===== config.mk =====
export PLATFORM = sky130hd
export DESIGN_NAME = imem_boot_loader
export DESIGN_NICKNAME = d
export VERILOG_FILES = /design/src/rtl/imem_boot_loader.sv
export SDC_FILE = /design/constraint.sdc
export NUM_CORES = 1
export LEC_CHECK = 0
export ABC_AREA = 1
export BUFFER_PORTS_ARGS = -buffer_cell sky130_fd_sc_hd__buf_2
export CORE_ASPECT_RATIO = 0.7
export CORE_MARGIN = 2
export CORE_UTILIZATION = 42
export DETAILED_ROUTE_END_ITERATION = 16
export PLACE_DENSITY_LB_ADDON = 0.15
export RECOVER_POWER = 25
export SETUP_SLACK_MARGIN = 0.02
export SLEW_MARGIN = 15
export SYNTH_ARGS = -nofsm -noshare
export SYNTH_HDL_FRONTEND = slang
export SYNTH_SLANG_ARGS = --single-unit

===== constraint.sdc =====
create_clock -name clk -period 4.4 [get_ports clk]
set_clock_uncertainty 0.1 [all_clocks]
set_input_delay 0.66 -clock clk [delete_from_list [all_inputs] [get_ports clk]]
set_output_delay 0.66 -clock clk [all_outputs]
set_load 0.1 [all_outputs]

===== src/rtl/imem_boot_loader.sv =====
// Boot sequencer: streams words into instruction memory from address 0, holds the core in reset,
// then releases it. Optional trailer-word checksum when LOADER_CHECKSUM_EN is defined.
module imem_boot_loader #(
    parameter int unsigned DEPTH_WORDS   = 256,
    parameter int unsigned CNT_W         = 16,
    parameter int unsigned RELEASE_DELAY = 4
) (
    input  logic             clk,
    input  logic             rst,
    input  logic             start,
    input  logic [CNT_W-1:0] word_count,
    input  logic             s_valid,
    input  logic [31:0]      s_data,
    output logic             s_ready,
    output logic             imem_we,
    output logic [31:0]      imem_addr,
    output logic [31:0]      imem_wdata,
    output logic             imem_wstb,
    output logic             core_rst,
    output logic             done,
    output logic             error
);

    localparam int unsigned REL_W = (RELEASE_DELAY > 1) ? $clog2(RELEASE_DELAY) : 1;

    typedef enum logic [1:0] {
        ST_IDLE,
        ST_LOAD,
        ST_RELEASE,
        ST_RUN
    } state_e;

    state_e           state_q, state_d;
    logic [CNT_W-1:0] count_q, count_d;
    logic [CNT_W-1:0] index_q, index_d;
    logic [REL_W-1:0] rel_cnt_q, rel_cnt_d;
    logic             s_ready_q, s_ready_d;
    logic             imem_we_q, imem_we_d;
    logic [31:0]      imem_addr_q, imem_addr_d;
    logic [31:0]      imem_wdata_q, imem_wdata_d;
    logic             imem_wstb_q, imem_wstb_d;
    logic             core_rst_q, core_rst_d;
    logic             done_q, done_d;
    logic             error_q, error_d;
`ifdef LOADER_CHECKSUM_EN
    logic [31:0]      sum_q, sum_d;
`endif
    logic             hs;

    assign hs = s_valid & s_ready_q;

    // Next-state and next-output logic; registered outputs follow the next state.
    always_comb begin
        state_d      = state_q;
        count_d      = count_q;
        index_d      = index_q;
        rel_cnt_d    = '0;
        imem_addr_d  = imem_addr_q;
        imem_wdata_d = imem_wdata_q;
        imem_wstb_d  = 1'b0;
        error_d      = error_q;
`ifdef LOADER_CHECKSUM_EN
        sum_d        = sum_q;
`endif

        case (state_q)
            ST_IDLE, ST_RUN: begin
                if (start) begin
                    error_d = 1'b0;
                    count_d = word_count;
                    index_d = '0;
`ifdef LOADER_CHECKSUM_EN
                    sum_d   = '0;
`endif
                    if (word_count > CNT_W'(DEPTH_WORDS)) begin
                        error_d = 1'b1;
                        state_d = ST_IDLE;
                    end else if (word_count == '0) begin
`ifdef LOADER_CHECKSUM_EN
                        state_d = ST_LOAD;
`else
                        state_d = ST_RELEASE;
`endif
                    end else begin
                        state_d = ST_LOAD;
                    end
                end
            end
            ST_LOAD: begin
                if (hs && (index_q < count_q)) begin
                    imem_addr_d  = 32'({index_q, 2'b00});
                    imem_wdata_d = s_data;
                    imem_wstb_d  = 1'b1;
                    index_d      = index_q + CNT_W'(1);
`ifdef LOADER_CHECKSUM_EN
                    sum_d        = sum_q + s_data;
`endif
                end
`ifdef LOADER_CHECKSUM_EN
                else if (hs) begin
                    // Trailer word: compare against running sum of the data words.
                    if (s_data == sum_q) begin
                        state_d = ST_RELEASE;
                    end else begin
                        error_d = 1'b1;
                        state_d = ST_IDLE;
                    end
                end
`else
                else if (index_q == count_q) begin
                    state_d = ST_RELEASE;
                end
`endif
            end
            ST_RELEASE: begin
                if (rel_cnt_q == REL_W'(RELEASE_DELAY - 1)) begin
                    state_d = ST_RUN;
                end else begin
                    rel_cnt_d = rel_cnt_q + REL_W'(1);
                end
            end
            default: state_d = ST_IDLE;
        endcase

`ifdef LOADER_CHECKSUM_EN
        s_ready_d  = (state_d == ST_LOAD);
`else
        s_ready_d  = (state_d == ST_LOAD) && (index_d < count_d);
`endif
        imem_we_d  = (state_d == ST_LOAD);
        core_rst_d = (state_d != ST_RUN);
        done_d     = (state_d == ST_RUN);
    end

    // State and output registers with synchronous reset.
    always_ff @(posedge clk) begin
        if (rst) begin
            state_q      <= ST_IDLE;
            count_q      <= '0;
            index_q      <= '0;
            rel_cnt_q    <= '0;
            s_ready_q    <= 1'b0;
            imem_we_q    <= 1'b0;
            imem_addr_q  <= '0;
            imem_wdata_q <= '0;
            imem_wstb_q  <= 1'b0;
            core_rst_q   <= 1'b1;
            done_q       <= 1'b0;
            error_q      <= 1'b0;
`ifdef LOADER_CHECKSUM_EN
            sum_q        <= '0;
`endif
        end else begin
            state_q      <= state_d;
            count_q      <= count_d;
            index_q      <= index_d;
            rel_cnt_q    <= rel_cnt_d;
            s_ready_q    <= s_ready_d;
            imem_we_q    <= imem_we_d;
            imem_addr_q  <= imem_addr_d;
            imem_wdata_q <= imem_wdata_d;
            imem_wstb_q  <= imem_wstb_d;
            core_rst_q   <= core_rst_d;
            done_q       <= done_d;
            error_q      <= error_d;
`ifdef LOADER_CHECKSUM_EN
            sum_q        <= sum_d;
`endif
        end
    end

    assign s_ready    = s_ready_q;
    assign imem_we    = imem_we_q;
    assign imem_addr  = imem_addr_q;
    assign imem_wdata = imem_wdata_q;
    assign imem_wstb  = imem_wstb_q;
    assign core_rst   = core_rst_q;
    assign done       = done_q;
    assign error      = error_q;

endmodule


* Yosys cells after proc, flatten, opt, wreduce, memory -nomap -nowiden
Cells that the tools add are included.
** Word-level totals
- Bits in registers :: 90
- Word-level logic and storage cells :: 51
- Output and inout port bits :: 70
- Input port bits :: 52
** Operators by class
- Add/sub/neg operators :: 2
- Bitwise gates (word level) :: 3
- Reduce and logical (&&, ||, !) cells :: 9
- Eq/ne operators :: 8
- Multiplexer cells :: 14
- Magnitude comparators :: 3
** Operators with widths (count)
- two-way mux 16 bit :: 4
- < comparator 16 bit :: 2
- case mux 16 bit (2 select lines) :: 1
- adder 16 x 1 -> 16 bit (second input constant) :: 1
- == test 16 bit :: 1
- > comparator 16 x 9 -> 1 bit (second input constant) :: 1
- zero test 16 bit :: 1
- two-way mux 2 bit :: 6
- == test 2 bit (second input constant) :: 4
- case mux 2 bit (3 select lines) :: 1
- == test 2 x 1 -> 1 bit (second input constant) :: 2
- AND reduction 2 bit :: 2
- OR reduction 2 bit :: 2
- OR reduction 3 bit :: 1
- adder 2 x 1 -> 2 bit (second input constant) :: 1
- logical AND 1 bit :: 2
- zero test 2 bit :: 1
- two-way mux 1 bit :: 2
- != test 2 bit (second input constant) :: 1
- NOT 1 bit :: 2
- AND 1 bit :: 1

* Logic depth before layout (Yosys ltp)
- Word-level depth :: 7
- Mapped depth :: 26
- Gate-level depth less buffers :: 26

* Worst setup path before layout
Ideal clock, no wire load.
- Kind :: reg-to-reg
- From :: reg s_ready_q, in the netlist s_ready
- To :: reg s_ready_q, in the netlist s_ready
- Period minus slack after synthesis :: 3256 ps
- Data arrival time :: 3086 ps
- Slack :: 1144 ps
- Cell stages (with the launch flop) :: 21
- Data required time :: 4230 ps
- Path buffers :: 0
- Path through :: dfxtp_1 -> nand2_1 -> nor3b_2 -> nand2_1 -> a21oi_4 -> nand3_2 -> inv_2 -> nand3_4 -> nor2_4 -> nand3_1 -> nand2_1 -> nand3_1 -> nand2_1 -> inv_1 -> ha_1 -> nand2_1 -> nor2_1 -> a211oi_1 -> o221a_2 -> nand2_1 -> a21oi_1
** Between the ends
- Longest elaborated chain between the ends :: 6
- Elaborated cells between the ends (all ways) :: 9
- Classes of those cells :: 1 x order compare; 1 x eq/ne; 4 x mux; 1 x bitwise; 2 x reduce/logical
** RTL lines
- start, declared :: RTL line 37 : logic s_ready_q, s_ready_d;
- start signal, assigned :: RTL line 158 : s_ready_q <= s_ready_d;
- AND 1 bit :: RTL line 50 : assign hs = s_valid & s_ready_q;
- logical AND 1 bit :: RTL line 90 : if (hs && (index_q < count_q)) begin
- two-way mux 16 bit :: RTL line 90
- case mux 16 bit (2 select lines) :: RTL line 66 : case (state_q)
- net index_d[11] :: RTL line 35 : logic [CNT_W-1:0] index_q, index_d;
- < comparator 16 bit :: RTL line 128 : s_ready_d = (state_d == ST_LOAD) && (index_d < count_d);
- logical AND 1 bit :: RTL line 128
The timed path passes the listed nets, and every way through them passes these cells.
A chain may end at the register's enable or synchronous reset.

* Final worst setup path
- From :: reg index_q[15]
- To :: reg s_ready_q, in the netlist s_ready
** Between the ends
- Longest elaborated chain between the ends :: 6
- Elaborated cells between the ends (all ways) :: 13
- Classes of those cells :: 1 x add/sub; 2 x order compare; 2 x eq/ne; 6 x mux; 2 x reduce/logical
** RTL lines
- start, declared :: RTL line 35
- start signal, assigned :: RTL line 156 : index_q <= index_d;
- < comparator 16 bit :: RTL line 90
- logical AND 1 bit :: RTL line 90
- two-way mux 16 bit :: RTL line 90
- case mux 16 bit (2 select lines) :: RTL line 66
- net index_d[11] :: RTL line 35
- < comparator 16 bit :: RTL line 128
- logical AND 1 bit :: RTL line 128
The timed path passes the listed nets, and every way through them passes these cells.

==> results.sh <==
export IMPL_max_stage_delay_ns=0.47
export IMPL_dr_pass1_iters=5
export IMPL_cts_tree="done"
export IMPL_die_x_um=130
export IMPL_crit_path_top_delay_cell="dfxtp_1"
export IMPL_drv_slew=0
export IMPL_vdd_drop_max_uv=177
export IMPL_met2_length_um=5390
export IMPL_worstPathCellList="ha_1 -> nand2_1 -> nor3b_2 -> nand2_1 -> a21oi_4 -> nand3_2 -> inv_2 -> nand3_4 -> nor2_4 -> nand3_1 -> nand2_1 -> nand3_1 -> nand2_1 -> inv_1 -> ha_1 -> nand2_1 -> nor2_1 -> a211oi_1 -> o221a_2 -> nand2_1 -> a21oi_1"
export IMPL_worst_setup_path_start_kind="flip-flop"
export IMPL_worst_slew_pin_slew_ns=1.20
export IMPL_drive_gt1_frac=0.163
export IMPL_min_period_over_period=0.743
export IMPL_final_hold_viol_count=0
export IMPL_post_cts_buffers=0
export IMPL_rsz0062_at_grt="no"
export IMPL_cts_root_buf="clkbuf_16"
export IMPL_synth_top_area_frac=0.387
export IMPL_die_area_um2=11900
export IMPL_routed_via_density=4.86
export IMPL_cts_resized=0
export IMPL_dpl_hpwl_um=8930
export IMPL_grt_max_degree=50
export IMPL_grt_pass1_vias=3980
export IMPL_synth_area_leaders="dfxtp_1, nor2_1, ha_1, nand2_1, o21ai_0"
export IMPL_cts_buffer_depth=2
export IMPL_maxCapViolCount=0
export IMPL_dp_cells=874
export IMPL_wl_met3_um=686
export IMPL_path_common_cell="nand2_1"
export IMPL_arrival_ns=3.44
export IMPL_drc=0
export IMPL_synth_area_per_cell_um2=7.30
export IMPL_grt_usage=0.206
export IMPL_rr_startpoint="index_q[15]$_SDFF_PP0_"
export IMPL_grt_pass1_wl_um=19500
export IMPL_ys_flop_type="dfxtp_1"
export IMPL_power_mw=1.91
export IMPL_core_um2=10900
export IMPL_yosysWarnings=0
export IMPL_min_from="rel_cnt_q[0]$_SDFF_PP0_"
export IMPL_holdWs_ns=0.320
export IMPL_h_tree_depth=3
export IMPL_p_leak_nw=2.76
export IMPL_syn_inst=637
export IMPL_antenna_found_initial=0
export IMPL_diodes=0
export IMPL_fmax_ghz=0.306
export IMPL_synthDistinctLibCells=45
export IMPL_ios=122
export IMPL_ys_ff_latch=90
export IMPL_cp_max_fo=6
export IMPL_final_cells=890
export IMPL_insertion_delay_ns=0.34
export IMPL_die_y_um=92.1
export IMPL_rows=32
export IMPL_status="completed"
export IMPL_overflow=0
export IMPL_final_nets=820
export IMPL_synthToLayoutAreaGrowth_pct=18.5
export IMPL_ys_top_cells_by_count="nor2_1, nand2_1, dfxtp_1"
export IMPL_synth_area_um2=4650
export IMPL_initial_utilization=0.427
export IMPL_p_per_area_nw_per_um2=347
export IMPL_vias=4326
export IMPL_numPortBuffers=105
export IMPL_ant_nets=0
export IMPL_wl_per_cell_um=13.6
export IMPL_slew_headroom=0.201
export IMPL_top_layer_used="met4"
export IMPL_hold_buffers=0
export IMPL_routed_wl_um=12100
export IMPL_gp_congestion=0.937
export IMPL_critPathCaptureType="flip-flop"
export IMPL_clk_pin_slew_ns=0.07
export IMPL_setup_viol=0
export IMPL_first_iter_violations=223
export IMPL_finalSetupTns_ns=0
export IMPL_yosysMostFrequentCell="nor2_1"
export IMPL_synth_edf_count=0
export IMPL_crit_type="flip-flop to flip-flop"
export IMPL_yosysTopAreaCell="dfxtp_1"
export IMPL_wl_met1_um=5850
export IMPL_hp_class="flip-flop to flip-flop"
export IMPL_fin_crit_ns=3.27
export IMPL_yosysSeqAreaShare=0.387
export IMPL_crit_start="index_q[15]$_SDFF_PP0_"
export IMPL_cts_buffers=9
export IMPL_cp_required_ns=4.57
export IMPL_clkSinkCount=90
export IMPL_synthArstFlopShare=0
==> through the flow <==
step / cell area, um^2 / util / setup slack, ns
finish: 5510 / 0.506 / 1.13
global route: 5510 / 0.506 / 0.810
CTS: 5560 / 0.510 / 1.16
detailed placement: 5230 / 0.480 / 1.17
global placement: 5230 / 0.480 / 1.23
floorplan: 4710 / - / 1.14
==> cell type report <==
type,instances,area [um^2]
Clock buffer,10,239
Tap cell,153,191
Fill cell,1142,5380
Multi-Input combinational cell,468,2480
Timing Repair Buffer,109,510
Sequential cell,90,1800
Clock inverter,6,87.6
Inverter,54,205
==> layer usage <==
layer  global-route usage  vias up
li1                     -     2223
met1                0.288     1952
met2                0.313      134
met3               0.0508       17
met4               0.0600        0
met5                    0        -
==> registers in the layout, summed over array words and instances (netlist names) <==
register and flops:
error 1, imem_addr 16, imem_we 1, count_q 16, rel_cnt_q 2, imem_wdata 32, state_q 2, done 1
s_ready 1, index_q 16, core_rst 1, imem_wstb 1
==> cell usage in the layout, fill, tap and decap left out, types with 3 or more instances in the layout <==
cell and n:
nand2_2 6, nor2_1 134, and2_1 3, buf_2 69, nor4_1 5, buf_4 4
a21oi_1 26, nand3_1 14, dfxtp_1 90, clkbuf_16 9, nor2_4 3, or2_2 3
inv_1 52, clkbuf_1 36, nand2_1 112, o21ai_0 69, a31oi_1 3, ha_1 36
conb_1 16, nand4_1 3
==> report_power, final <==
| group | total, mW | internal, mW | leakage (nW) | switching, mW |
|---|---|---|---|---|
| registers | 0.835 | 0.830 | 0.729 | 0.00484 |
| logic | 0.229 | 0.0583 | 1.87 | 0.171 |
| clock network | 0.849 | 0.516 | 0.163 | 0.334 |
==> critical path: cells and delay by family, from the launching register on <==
family | cells | cell delay [ns]
DFF | 1 | 0.47
and+or+nand+nor | 13 | 1.20
AOI/OAI and AO/OA | 4 | 0.68
adders and majority gates | 2 | 0.58
buffers and inverters | 2 | 0.16
==> cells by family after synthesis <==
group                    Yosys count  synth area share
XOR/XNOR                           2           0.00377
AND/OR/NAND/NOR                  293             0.268
other                              1          0.000806
flip-flops                        90             0.387
buffers and inverters             94            0.0923
AO/OA/AOI/OAI                    121             0.151
adder cells (fa/ha/maj)           36            0.0968
==> final timing paths <==
| path | end | slack (ns) | cells after the start |
|---|---|---|---|
| max | s_ready$_SDFF_PP0_ | 1.13 | 21 |
| min | rel_cnt_q[0]$_SDFF_PP0_ | 0.32 | 1 |
| min reg2reg | rel_cnt_q[0]$_SDFF_PP0_ | 0.32 | 1 |
| max reg2reg | s_ready$_SDFF_PP0_ | 1.13 | 21 |
(Power assumes the default switching activity.)
